## config.mk

```make
export PLATFORM = sky130hd
export DESIGN_NAME = id_ex_queue
export DESIGN_NICKNAME = d
export VERILOG_FILES = /design/src/rtl/id_ex_queue_pkg.sv /design/src/rtl/id_ex_queue_ctrl.sv /design/src/rtl/id_ex_queue.sv
export SDC_FILE = /design/constraint.sdc
export NUM_CORES = 1
export LEC_CHECK = 0
export CAP_MARGIN = 10
export CORE_MARGIN = 2
export CORE_UTILIZATION = 47
export DETAILED_ROUTE_END_ITERATION = 6
export PLACE_DENSITY = 0.7
export REMOVE_ABC_BUFFERS = 1
export SLEW_MARGIN = 20
export SYNTH_ARGS = -nofsm -noshare
export SYNTH_HDL_FRONTEND = slang
export SYNTH_HIERARCHICAL = 1
export SYNTH_SLANG_ARGS = --single-unit
```

## constraint.sdc

```tcl
create_clock -name clk -period 36.4 [get_ports clk]
set_input_delay 7.28 -clock clk [delete_from_list [all_inputs] [get_ports clk]]
set_output_delay 7.28 -clock clk [all_outputs]
set_load 0.01 [all_outputs]
```

## src/rtl/id_ex_queue_pkg.sv

```systemverilog
// Shared ID->EX pipeline definitions: the decoded packet layout and the
// queue sizing constants used by id_ex_queue.
package id_ex_queue_pkg;

  typedef struct packed {
    logic [3:0]   wb_ctrl;
    logic [3:0]   mem_ctrl;
    logic [7:0]   ex_ctrl;
    logic [175:0] ex_data;
  } type_ID_EX_Pack;

  localparam int ID_EX_PACK_W      = $bits(type_ID_EX_Pack);
  localparam int ID_EX_QUEUE_DEPTH = 4;

endpackage

```

## src/rtl/id_ex_queue_ctrl.sv

```systemverilog
// Pointer/occupancy control for id_ex_queue: push/pop decision, count, status
// flags and sticky overflow. ID_EX_QUEUE_BYPASS_EN enables empty-queue bypass.
module id_ex_queue_ctrl import id_ex_queue_pkg::*; #(
  parameter int DEPTH = ID_EX_QUEUE_DEPTH,
  parameter int AW    = $clog2(DEPTH)
) (
  input  logic          clk,
  input  logic          rst,
  input  logic          wen_i,
  input  logic          flush_i,
  input  logic          rready_i,
  output logic [AW-1:0] wr_ptr_o,
  output logic [AW-1:0] rd_ptr_o,
  output logic [AW:0]   count_o,
  output logic          full_o,
  output logic          almost_full_o,
  output logic          overflow_o,
  output logic          rvalid_o,
  output logic          push_o,
  output logic          bypass_o
);

  localparam logic [AW:0] DEPTH_C = (AW+1)'(DEPTH);

  logic [AW-1:0] wr_ptr_q, wr_ptr_d;
  logic [AW-1:0] rd_ptr_q, rd_ptr_d;
  logic [AW:0]   count_q, count_d;
  logic          overflow_q, overflow_d;

  logic empty_s, full_s, pop_s, push_s, byp_s, byp_take_s, drop_s;

  assign empty_s = (count_q == '0);
  assign full_s  = (count_q == DEPTH_C);

`ifdef ID_EX_QUEUE_BYPASS_EN
  assign byp_s = empty_s & wen_i & ~flush_i;
`else
  assign byp_s = 1'b0;
`endif

  // A bypassed packet taken by EX in the same cycle never touches storage.
  assign byp_take_s = byp_s & rready_i;
  assign pop_s      = ~empty_s & rready_i;
  assign push_s     = wen_i & ~flush_i & (~full_s | pop_s) & ~byp_take_s;
  assign drop_s     = wen_i & ~flush_i & full_s & ~pop_s;

  // Next-state for pointers, occupancy and sticky overflow.
  always_comb begin
    wr_ptr_d   = wr_ptr_q;
    rd_ptr_d   = rd_ptr_q;
    count_d    = count_q;
    overflow_d = overflow_q | drop_s;
    if (flush_i) begin
      wr_ptr_d = '0;
      rd_ptr_d = '0;
      count_d  = '0;
    end else begin
      if (push_s) begin
        wr_ptr_d = wr_ptr_q + AW'(1);
      end else begin
        wr_ptr_d = wr_ptr_q;
      end
      if (pop_s) begin
        rd_ptr_d = rd_ptr_q + AW'(1);
      end else begin
        rd_ptr_d = rd_ptr_q;
      end
      case ({push_s, pop_s})
        2'b10:   count_d = count_q + (AW+1)'(1);
        2'b01:   count_d = count_q - (AW+1)'(1);
        default: count_d = count_q;
      endcase
    end
  end

  // State registers with synchronous reset.
  always_ff @(posedge clk) begin
    if (rst) begin
      wr_ptr_q   <= '0;
      rd_ptr_q   <= '0;
      count_q    <= '0;
      overflow_q <= 1'b0;
    end else begin
      wr_ptr_q   <= wr_ptr_d;
      rd_ptr_q   <= rd_ptr_d;
      count_q    <= count_d;
      overflow_q <= overflow_d;
    end
  end

  assign wr_ptr_o      = wr_ptr_q;
  assign rd_ptr_o      = rd_ptr_q;
  assign count_o       = count_q;
  assign full_o        = full_s;
  assign almost_full_o = (count_q >= (DEPTH_C - (AW+1)'(1)));
  assign overflow_o    = overflow_q;
  assign rvalid_o      = ~empty_s | byp_s;
  assign push_o        = push_s;
  assign bypass_o      = byp_s;

endmodule

```

## src/rtl/id_ex_queue.sv

```systemverilog
// ID->EX packet queue: circular storage with show-ahead head read.
// Optional ID_EX_QUEUE_BYPASS_EN forwards wData when the queue is empty.
module id_ex_queue import id_ex_queue_pkg::*; #(
  parameter int DEPTH = ID_EX_QUEUE_DEPTH,
  parameter int WIDTH = ID_EX_PACK_W,
  parameter int AW    = $clog2(DEPTH)
) (
  input  logic             clk,
  input  logic             rst,
  input  logic             wen,
  input  logic [WIDTH-1:0] wData,
  input  logic             flush,
  input  logic             rReady,
  output logic             rValid,
  output logic [WIDTH-1:0] rData,
  output logic [AW:0]      count,
  output logic             full,
  output logic             almostFull,
  output logic             overflow
);

  logic [WIDTH-1:0] mem_q [DEPTH];
  logic [AW-1:0]    wr_ptr_s, rd_ptr_s;
  logic             push_s, byp_s;

  id_ex_queue_ctrl #(
    .DEPTH (DEPTH),
    .AW    (AW)
  ) u_ctrl (
    .clk           (clk),
    .rst           (rst),
    .wen_i         (wen),
    .flush_i       (flush),
    .rready_i      (rReady),
    .wr_ptr_o      (wr_ptr_s),
    .rd_ptr_o      (rd_ptr_s),
    .count_o       (count),
    .full_o        (full),
    .almost_full_o (almostFull),
    .overflow_o    (overflow),
    .rvalid_o      (rValid),
    .push_o        (push_s),
    .bypass_o      (byp_s)
  );

  // Packet storage; contents are don't-care after reset.
  always_ff @(posedge clk) begin
    if (push_s) begin
      mem_q[wr_ptr_s] <= wData;
    end
  end

  // Head read mux.
  always_comb begin
    if (byp_s) begin
      rData = wData;
    end else begin
      rData = mem_q[rd_ptr_s];
    end
  end

endmodule

```

==> run_results.csv, run 1 <==
group,metric,value,unit
sta,min_period,11940,ps
worst_hold_path,holdPathStages,2,
clocking,clockBufferDepth,3,
sta,finalHoldViolations,0,
setup_path,cp-start-kind,"flip-flop",
setup_path,r2r_end,"mem_q[1][85]",
logic_synthesis,ys_seq_area_share,71.6,%
pwr,power_frac_seq,51.0,%
setup_path,crit_required,29120,ps
setup_path,crit_path_cell_trace,"buf_4 > buf_12 > mux2i_1 > a221oi_2 > clkdlybuf4s50_1",
floorplanning,io_pins,396,
cells_and_area,drive_gt1_share,14.3,%
clocking,cts_sinks,776,
clocking,htree_num_levels,3,
pwr,intPower,1540,µW
detailed_routing,first_pass_iters,7,
sta,finClkSkew,31.6,ps
logic_synthesis,synth_edf_count,768,
logic_synthesis,ys_seq_elements,776,
clocking,cts_buffers,80,
detailed_routing,wl_per_cell,22.3,µm
clocking,postCtsHoldBufs,0,
placement,place_area,36900,µm²
run,cap_violations,0,
floorplanning,dieArea,71200,µm²
global_routing,antenna_found_initial,11,
clocking,cts_tree,"done",
logic_synthesis,synth_top_area_cell,"edfxtp_1",
pwr,swShare,21.5,%
placement,io_buffers,395,
sta,setup_viol_count_final,0,
setup_path,setup.worst_path.class,"reg2out",
detailed_routing,drc_errors,0,
worst_hold_path,hold_start,"u_ctrl/overflow_o",
logic_synthesis,postSynthCellCount,1913,
sta,fin_crit_sh,32.8,%
global_routing,grt.total_usage,20.2,%
status,status,"finished, final reports clean",
placement,place.gp.congestion,0.748,
pwr,leakage,0.0126,µW
detailed_routing,route.met3.wl,4930,µm
logic_synthesis,synth_top_cells_by_count,"edfxtp_1, inv_1, a211oi_1, mux2i_1, nor2b_1",
global_routing,grt_first_pass_wirelength,110000,µm
detailed_routing,dr.max_layer_used,"met5",
detailed_routing,vias_per_cell,5.58,
detailed_routing,drtAntennaViolNets,0,
floorplanning,core.rowCount,96,
placement,hpwlAfterDp,39600,µm
logic_synthesis,synthDistinctLibCells,41,
global_routing,grt_pass1_vias,18607,
clocking,clk_latency,640,ps
setup_path,r2r_cells,7,
sta,drv_slew,0,
sta,relSlewSlack,23.4,%
setup_path,worstPathArrival,4660,ps
clocking,cts_root_buf,"clkbuf_16",
cells_and_area,finalInstanceArea,39600,µm²
setup_path,crit_family,"buffers and inverters",
cells_and_area,nNetsFinal,2482,
sta,hold_slack,450,ps
worst_hold_path,hold_path.class,"reg2reg",
worst_hold_path,holdPathEnd,"u_ctrl/overflow_o",
floorplanning,core_area,68500,µm²
logic_synthesis,synthFlopType,"edfxtp_1",
pwr,power_frac_comb,7.3,%
setup_path,cp_max_fo,190,
pwr,p_switching,422,µW
detailed_routing,wl_met1,30000,µm
detailed_routing,vias,18067,
global_routing,gr-total-overflow,0,
floorplanning,start_util,47.4,%
sta,max_freq,0.0837,GHz
detailed_routing,wl_met2,35400,µm
logic_synthesis,yosys_warnings,6,
setup_path,critPathMaxStageDelay,910,ps
clocking,cts.clk_slew.worst_paths,60,ps
setup_path,end_kind,"primary output",
cells_and_area,area_growth,22.0,%
sta,tightest_slew,1150,ps
detailed_routing,drtIter0Drc,1106,
logic_synthesis,synth_top_area_share,71.1,%
setup_path,critical_path.slowest_cell,"dfxtp_4",
setup_path,r2r_slack,32260,ps
logic_synthesis,postSynthAreaPerCell,17.0,µm²
pwr,clkPwrFrac,41.6,%
sta,grt_setup_unrepaired,"no",
logic_synthesis,yosys-top-cells-area,"edfxtp_1, a221oi_2, mux2i_1",
sta,fin_setup_tns,0,ps
logic_synthesis,synth_area,32400,µm²
floorplanning,die_x,267,µm
clocking,cts_setup_buffers,0,
logic_synthesis,synth_async_sr_flop_share,0,%
pwr,finalPower,1960,µW
logic_synthesis,yosysMostFrequentCell,"edfxtp_1",
floorplanning,die_y,267,µm
pwr,power_density,49.4,nW/µm²
setup_path,cp_num_buf_inv,3,
pwr,irDropWorstVdd,0.0583,mV
clocking,cts_resized,0,
global_routing,grt_max_degree,195,
setup_path,timing.rr.start,"u_ctrl/count_o[0]",
detailed_routing,drt-total-wl,72100,µm
cells_and_area,fillers,5145,
worst register-to-register path: stages (launching register included):
cell and delay [ps]:
dfxtp_1 570, nor4b_4 110, or2_2 310, inv_1 140, nand2_1 110, nor2_4 690, buf_4 850, buf_4 930
placed cells by master (no fill, tap or decap), types with 2 or more instances in the layout:
cell type,synthesis,routed
a211oi_1,192,192
buf_12,11,2
inv_6,0,3
a221oi_1,14,14
bufinv_16,0,7
clkinv_16,0,2
clkinvlp_4,0,2
nor2_1,9,7
clkbuf_1,69,15
o21ai_0,2,2
nor3b_2,1,2
clkbuf_16,0,82
or2_2,2,2
clkdlybuf4s50_1,0,395
diode_2,0,4
a21oi_1,4,4
mux2i_1,192,192
clkinv_2,0,19
inv_1,198,198
edfxtp_1,768,768
a221oi_2,178,178
or3_2,2,2
buf_4,8,20
clkinv_4,0,2
clkinv_1,0,12
nor2_4,0,2
xor2_1,3,3
nor2b_1,192,192
dfxtp_1,8,7
inv_16,0,2
power by group through the flow:
stage	combinational [µW]	clock [µW]	sequential [µW]
floorplan	67.1	0	1030
global placement	139	0	1020
detailed placement	142	0	1020
CTS	143	835	999
global route	153	870	1000
finish	144	815	999
metrics by stage:
stage               util, %  setup WS (ps)  cells
floorplan                 -          13730   1783
global placement       53.9          24920   3082
detailed placement     53.9          24910   3082
CTS                    57.8          24300   3230
global route           57.8          24200   3234
finish                 57.8          24460   3235
sequential cells by signal, indices dropped and copies added, names as in the netlist:
| name | count |
|---|---|
| mem_q | 768 |
| u_ctrl/count_o | 3 |
| u_ctrl/overflow_o | 1 |
| u_ctrl/rd_ptr_o | 2 |
| u_ctrl/wr_ptr_o | 2 |
area by class of cell:
type / count / area [µm²] / area share, %
sequential: 776 / 23200 / 58.7
multi-input combinational: 809 / 7690 / 19.4
timing repair buffer: 418 / 4170 / 10.5
clock buffer: 98 / 2120 / 5.36
tap: 882 / 1100 / 2.79
inverter: 198 / 743 / 1.88
clock inverter: 50 / 526 / 1.33
antenna: 4 / 10.0 / 0.0253
logic make-up after synthesis:
family                   share of synthesized area [%]
AO/OA/AOI/OAI                                     13.3
XOR/XNOR                                         0.108
adder cells (fa/ha/maj)                          0.100
buffers and inverters                             4.82
flip-flops                                        71.6
multiplexers                                      5.92
other                                           0.0116
AND/OR/NAND/NOR                                   4.18
worst max path at each step:
stage                        from            end  cells after the start  slack (ps)
6_report       u_ctrl/rd_ptr_o[0]      rData[26]                      5       24460
3_3_place_gp                flush  mem_q[1][138]                      8       24920
2_1_floorplan               flush    mem_q[0][0]                      4       13730
4_1_cts        u_ctrl/rd_ptr_o[0]     rData[167]                      5       24300
3_5_place_dp               rReady  mem_q[1][138]                      8       24910
5_1_grt        u_ctrl/rd_ptr_o[0]      rData[26]                      5       24200
layer usage:
metal / vias to the layer above / global-route usage (%)
met4: 14 / 6.09
li1: 8256 / -
met2: 488 / 33.6
met1: 9204 / 26.2
met3: 105 / 5.15
met5: - / 0
(Power assumes the default switching activity.)
==> run 2: changes to the inputs <==
- clock period: 36.4 -> 11.9 ns (I/O delays scaled with it)
==> run_results.csv, run 2 (synthesized netlist as in run 1, its figures left out) <==
group,metric,value,unit
status,status,"finished, final reports clean",
cells_and_area,fillers,5127,
pwr,clkPwrFrac,40.6,%
cells_and_area,largest_register,"mem_q",
clocking,clockBufferDepth,3,
clocking,cts_setup_buffers,0,
detailed_routing,first_pass_iters,5,
sta,finalHoldViolations,0,
clocking,htree_num_levels,3,
global_routing,grt_first_pass_wirelength,108000,µm
sta,fin_ws,4880,ps
run,cap_violations,0,
setup_path,cp-start-kind,"flip-flop",
global_routing,gr-total-overflow,0,
pwr,power_frac_seq,52.0,%
setup_path,cp_max_fo,144,
floorplanning,dieArea,71200,µm²
worst_hold_path,hold_path.class,"reg2reg",
clocking,clk_latency,620,ps
cells_and_area,nNetsFinal,2484,
cells_and_area,drive_gt1_share,13.8,%
sta,finClkSkew,16.3,ps
floorplanning,io_pins,396,
clocking,cts_tree,"done",
placement,hpwlAfterDp,39400,µm
floorplanning,start_util,47.4,%
detailed_routing,drc_errors,0,
sta,tightest_slew,1270,ps
sta,max_freq,0.142,GHz
global_routing,grt_pass1_vias,18446,
sta,relSlewSlack,15.2,%
pwr,p_switching,1240,µW
detailed_routing,wl_per_cell,21.8,µm
detailed_routing,drt-total-wl,70500,µm
sta,fin_crit_sh,59.0,%
detailed_routing,vias,17903,
global_routing,grt.total_usage,19.7,%
sta,setup_viol_count_final,0,
clocking,cts_buffers,81,
setup_path,r2r_slack,8300,ps
pwr,irDropWorstVdd,0.104,mV
sta,min_period,7020,ps
detailed_routing,drtIter0Drc,1318,
setup_path,crit_required,9520,ps
placement,place.gp.congestion,0.782,
floorplanning,core_area,68500,µm²
clocking,postCtsHoldBufs,0,
floorplanning,die_x,267,µm
placement,io_buffers,395,
detailed_routing,vias_per_cell,5.53,
floorplanning,core.rowCount,96,
pwr,swShare,21.1,%
pwr,leakage,0.0125,µW
pwr,power_frac_comb,7.4,%
pwr,power_density,149,nW/µm²
clocking,cts_sinks,776,
cells_and_area,largest_register_ffs,768,
global_routing,antenna_found_initial,9,
clocking,cts.clk_slew.worst_paths,60,ps
cells_and_area,final_common_cell,"edfxtp_1",
sta,grt_setup_unrepaired,"no",
floorplanning,die_y,267,µm
clocking,cts_resized,0,
cells_and_area,area_growth,21.6,%
cells_and_area,final_core_util,57.6,%
sta,drv_slew,0,
sta,fin_setup_tns,0,ps
global_routing,grt_max_degree,195,
detailed_routing,drtAntennaViolNets,0,
setup_path,setup.worst_path.class,"reg2out",
setup_path,worstPathArrival,4640,ps
sta,hold_slack,459,ps
placement,pre_cts_ws,5640,ps
pwr,intPower,4640,µW
setup_path,end_kind,"primary output",
cells_and_area,final_cell_mix,"edfxtp_1, clkdlybuf4s50_1, inv_1",
clocking,cts_root_buf,"clkbuf_16",
[run 2: final cells by class]
class,instances,area (µm²),area share [%]
Antenna cell,4,10.0,0.0254
Clock buffer,108,2170,5.50
Clock inverter,39,334,0.847
Inverter,198,743,1.88
Multi-Input combinational cell,809,7690,19.5
Sequential cell,776,23200,58.9
Tap cell,882,1100,2.80
Timing Repair Buffer,419,4170,10.6
[run 2: routing by layer]
layer  GRT usage, %  share of wire (%)  vias up  routed length (µm)
met5              0              0.098        -                  69
met4           6.33                2.4       10                1670
met3           4.47                5.8      105                4070
met2           32.7                 49      423               34600
met1           25.9                 43     9100               30000
li1               -                  -     8265                   -
[run 2: final timing paths]
kind                                    startpoint           endpoint  cells after the start
worst max-delay path            u_ctrl/rd_ptr_o[0]          rData[64]                      5
worst min-delay path             u_ctrl/overflow_o  u_ctrl/overflow_o                      2
worst max register to register   u_ctrl/count_o[0]      mem_q[2][159]                      6
worst min register to register   u_ctrl/overflow_o  u_ctrl/overflow_o                      2
[run 2: power groups by stage]
stage	Sequential [µW]	Clock [µW]	Combinational, µW
final	3060	2380	435
after global routing	3060	2540	467
after CTS	3060	2440	434
after detailed placement	3110	0	432
after global placement	3110	0	423
after floorplan	3140	0	205
[run 2: critical path: stages (launching register included)]
cell             delay [ps]
dfxtp_4                1040
buf_12                  530
buf_4                   920
mux2i_1                 210
a221oi_2                310
clkdlybuf4s50_1         630
[run 2: per-stage QoR]
stage | cells | cell area (µm²) | total power, µW
after floorplan | 1783 | 31600 | 3340
after global routing | 3235 | 39500 | 6070
after CTS | 3231 | 39400 | 5930
after detailed placement | 3084 | 36900 | 3550
after global placement | 3084 | 36900 | 3540
final | 3235 | 39500 | 5870
==> run 3: changes to the inputs <==
- PLACE_DENSITY: 0.7 -> 0.73
- clock period: 11.9 -> 5.65 ns (I/O delays scaled with it)
==> run_results.csv, run 3 (synthesized netlist as in run 1, its figures left out) <==
group,metric,value,unit
status,status,"finished, final reports clean",
global_routing,grt_first_pass_wirelength,109000,µm
sta,finClkSkew,15.5,ps
sta,min_period,4450,ps
pwr,p_switching,2630,µW
clocking,clk_latency,620,ps
pwr,clkPwrFrac,39.9,%
setup_path,worstPathArrival,3320,ps
cells_and_area,fillers,5148,
floorplanning,start_util,47.4,%
global_routing,grt.total_usage,19.8,%
setup_path,end_kind,"primary output",
cells_and_area,regArea,23200,µm²
pwr,swShare,21.5,%
clocking,cts_sinks,776,
pwr,power_frac_comb,7.6,%
detailed_routing,drc_errors,0,
sta,relSlewSlack,21.9,%
run,cap_violations,0,
floorplanning,die_y,267,µm
placement,io_buffers,395,
cells_and_area,multi_input_comb_area,7690,µm²
cells_and_area,largest_register,"mem_q",
detailed_routing,vias_per_cell,5.62,
clocking,clockBufferDepth,3,
cells_and_area,final_cells,3239,
global_routing,gr-total-overflow,0,
clocking,cts_setup_buffers,0,
sta,fin_setup_tns,0,ps
pwr,irDropWorstVdd,0.297,mV
cells_and_area,final_common_cell,"edfxtp_1",
sta,fin_crit_sh,78.7,%
setup_path,cp-start-kind,"flip-flop",
clocking,cts.clk_slew.worst_paths,60,ps
clocking,cts_buffers,80,
detailed_routing,vias,18189,
global_routing,grt_pass1_vias,18752,
cells_and_area,drive_gt1_share,13.9,%
clocking,htree_num_levels,3,
placement,dp_cells,3089,
setup_path,setup.worst_path.class,"reg2out",
setup_path,crit_required,4520,ps
detailed_routing,drtAntennaViolNets,0,
floorplanning,dieArea,71200,µm²
sta,drv_slew,0,
global_routing,grt_max_degree,195,
sta,max_freq,0.225,GHz
pwr,intPower,9620,µW
detailed_routing,wl_per_cell,22.2,µm
detailed_routing,drtIter0Drc,1476,
cells_and_area,largest_register_ffs,768,
floorplanning,die_x,267,µm
pwr,power_density,309,nW/µm²
cells_and_area,area_growth,22.1,%
setup_path,cp_max_fo,120,
floorplanning,io_pins,396,
pwr,finalPower,12300,µW
clocking,cts_tree,"done",
detailed_routing,first_pass_iters,5,
cells_and_area,final_cell_mix,"edfxtp_1, clkdlybuf4s50_1, inv_1",
detailed_routing,drt-total-wl,72000,µm
placement,hpwlAfterDp,40800,µm
pwr,power_frac_seq,52.5,%
global_routing,antenna_found_initial,12,
clocking,postCtsHoldBufs,0,
cells_and_area,nNetsFinal,2489,
sta,grt_setup_unrepaired,"no",
cells_and_area,finalInstanceArea,39600,µm²
clocking,cts_resized,0,
placement,place.gp.congestion,0.743,
floorplanning,core_area,68500,µm²
sta,tightest_slew,1170,ps
sta,setup_viol_count_final,0,
placement,place_area,37200,µm²
floorplanning,core.rowCount,96,
clocking,cts_root_buf,"clkbuf_16",
pwr,leakage,0.0126,µW
worst_hold_path,hold_path.class,"reg2reg",
sta,finalHoldViolations,0,
## run 3: cell count changes in the layout (fill, tap and decap cells not counted), sizes merged
cell	delta
clkbuf	-10
buf	+6
clkinv	+6
diode	+3
bufinv	-1
clkinvlp	-1
inv	+1
## run 3: final timing paths
kind	endpoint	slack [ps]	cells past startpoint	startpoint
max	rData[157]	1200	4	u_ctrl/rd_ptr_o[0]
min	u_ctrl/overflow_o	460	2	u_ctrl/overflow_o
max reg2reg	mem_q[0][87]	3000	6	u_ctrl/count_o[0]
min reg2reg	u_ctrl/overflow_o	460	2	u_ctrl/overflow_o
## run 3: metal layers
layer | up-vias | track usage (%) | part of all wire [%] | routed length [µm]
met1 | 9279 | 25.6 | 41 | 29700
li1 | 8261 | - | - | -
met3 | 122 | 4.26 | 6.3 | 4530
met4 | 12 | 6.97 | 2.7 | 1920
met5 | - | 0 | 0.10 | 75
met2 | 515 | 33.1 | 50 | 35700
## run 3: layout make-up
class / count / share of cell area (%)
diodes: 7 / 0.0442
clock buffers: 98 / 5.22
clock inverters: 44 / 0.859
inverters: 198 / 1.88
multi-input cells: 809 / 19.4
flip-flops and latches: 776 / 58.6
well taps: 882 / 2.79
repair buffers: 425 / 11.2
## run 3: power by group through the flow
stage	clock network [µW]	registers, µW	logic, µW
detailed placement	0	6560	920
finish	4880	6440	931
floorplan	0	6610	432
CTS	5000	6440	926
global placement	0	6550	898
global route	5200	6440	992
## run 3: critical path: stages (launching register included)
cell             delay [ps]
dfxtp_4                 880
buf_12                  510
mux2i_1                 190
a221oi_2                360
clkdlybuf4s50_1         610
## run 3: per-stage QoR
stage	setup WS [ps]	hold WS [ps]	util, %
6_report	1200	459	57.9
5_1_grt	1040	480	57.9
4_1_cts	1080	456	57.8
3_5_place_dp	1760	441	54.3
3_3_place_gp	1760	436	54.3
2_1_floorplan	-10870	463	-
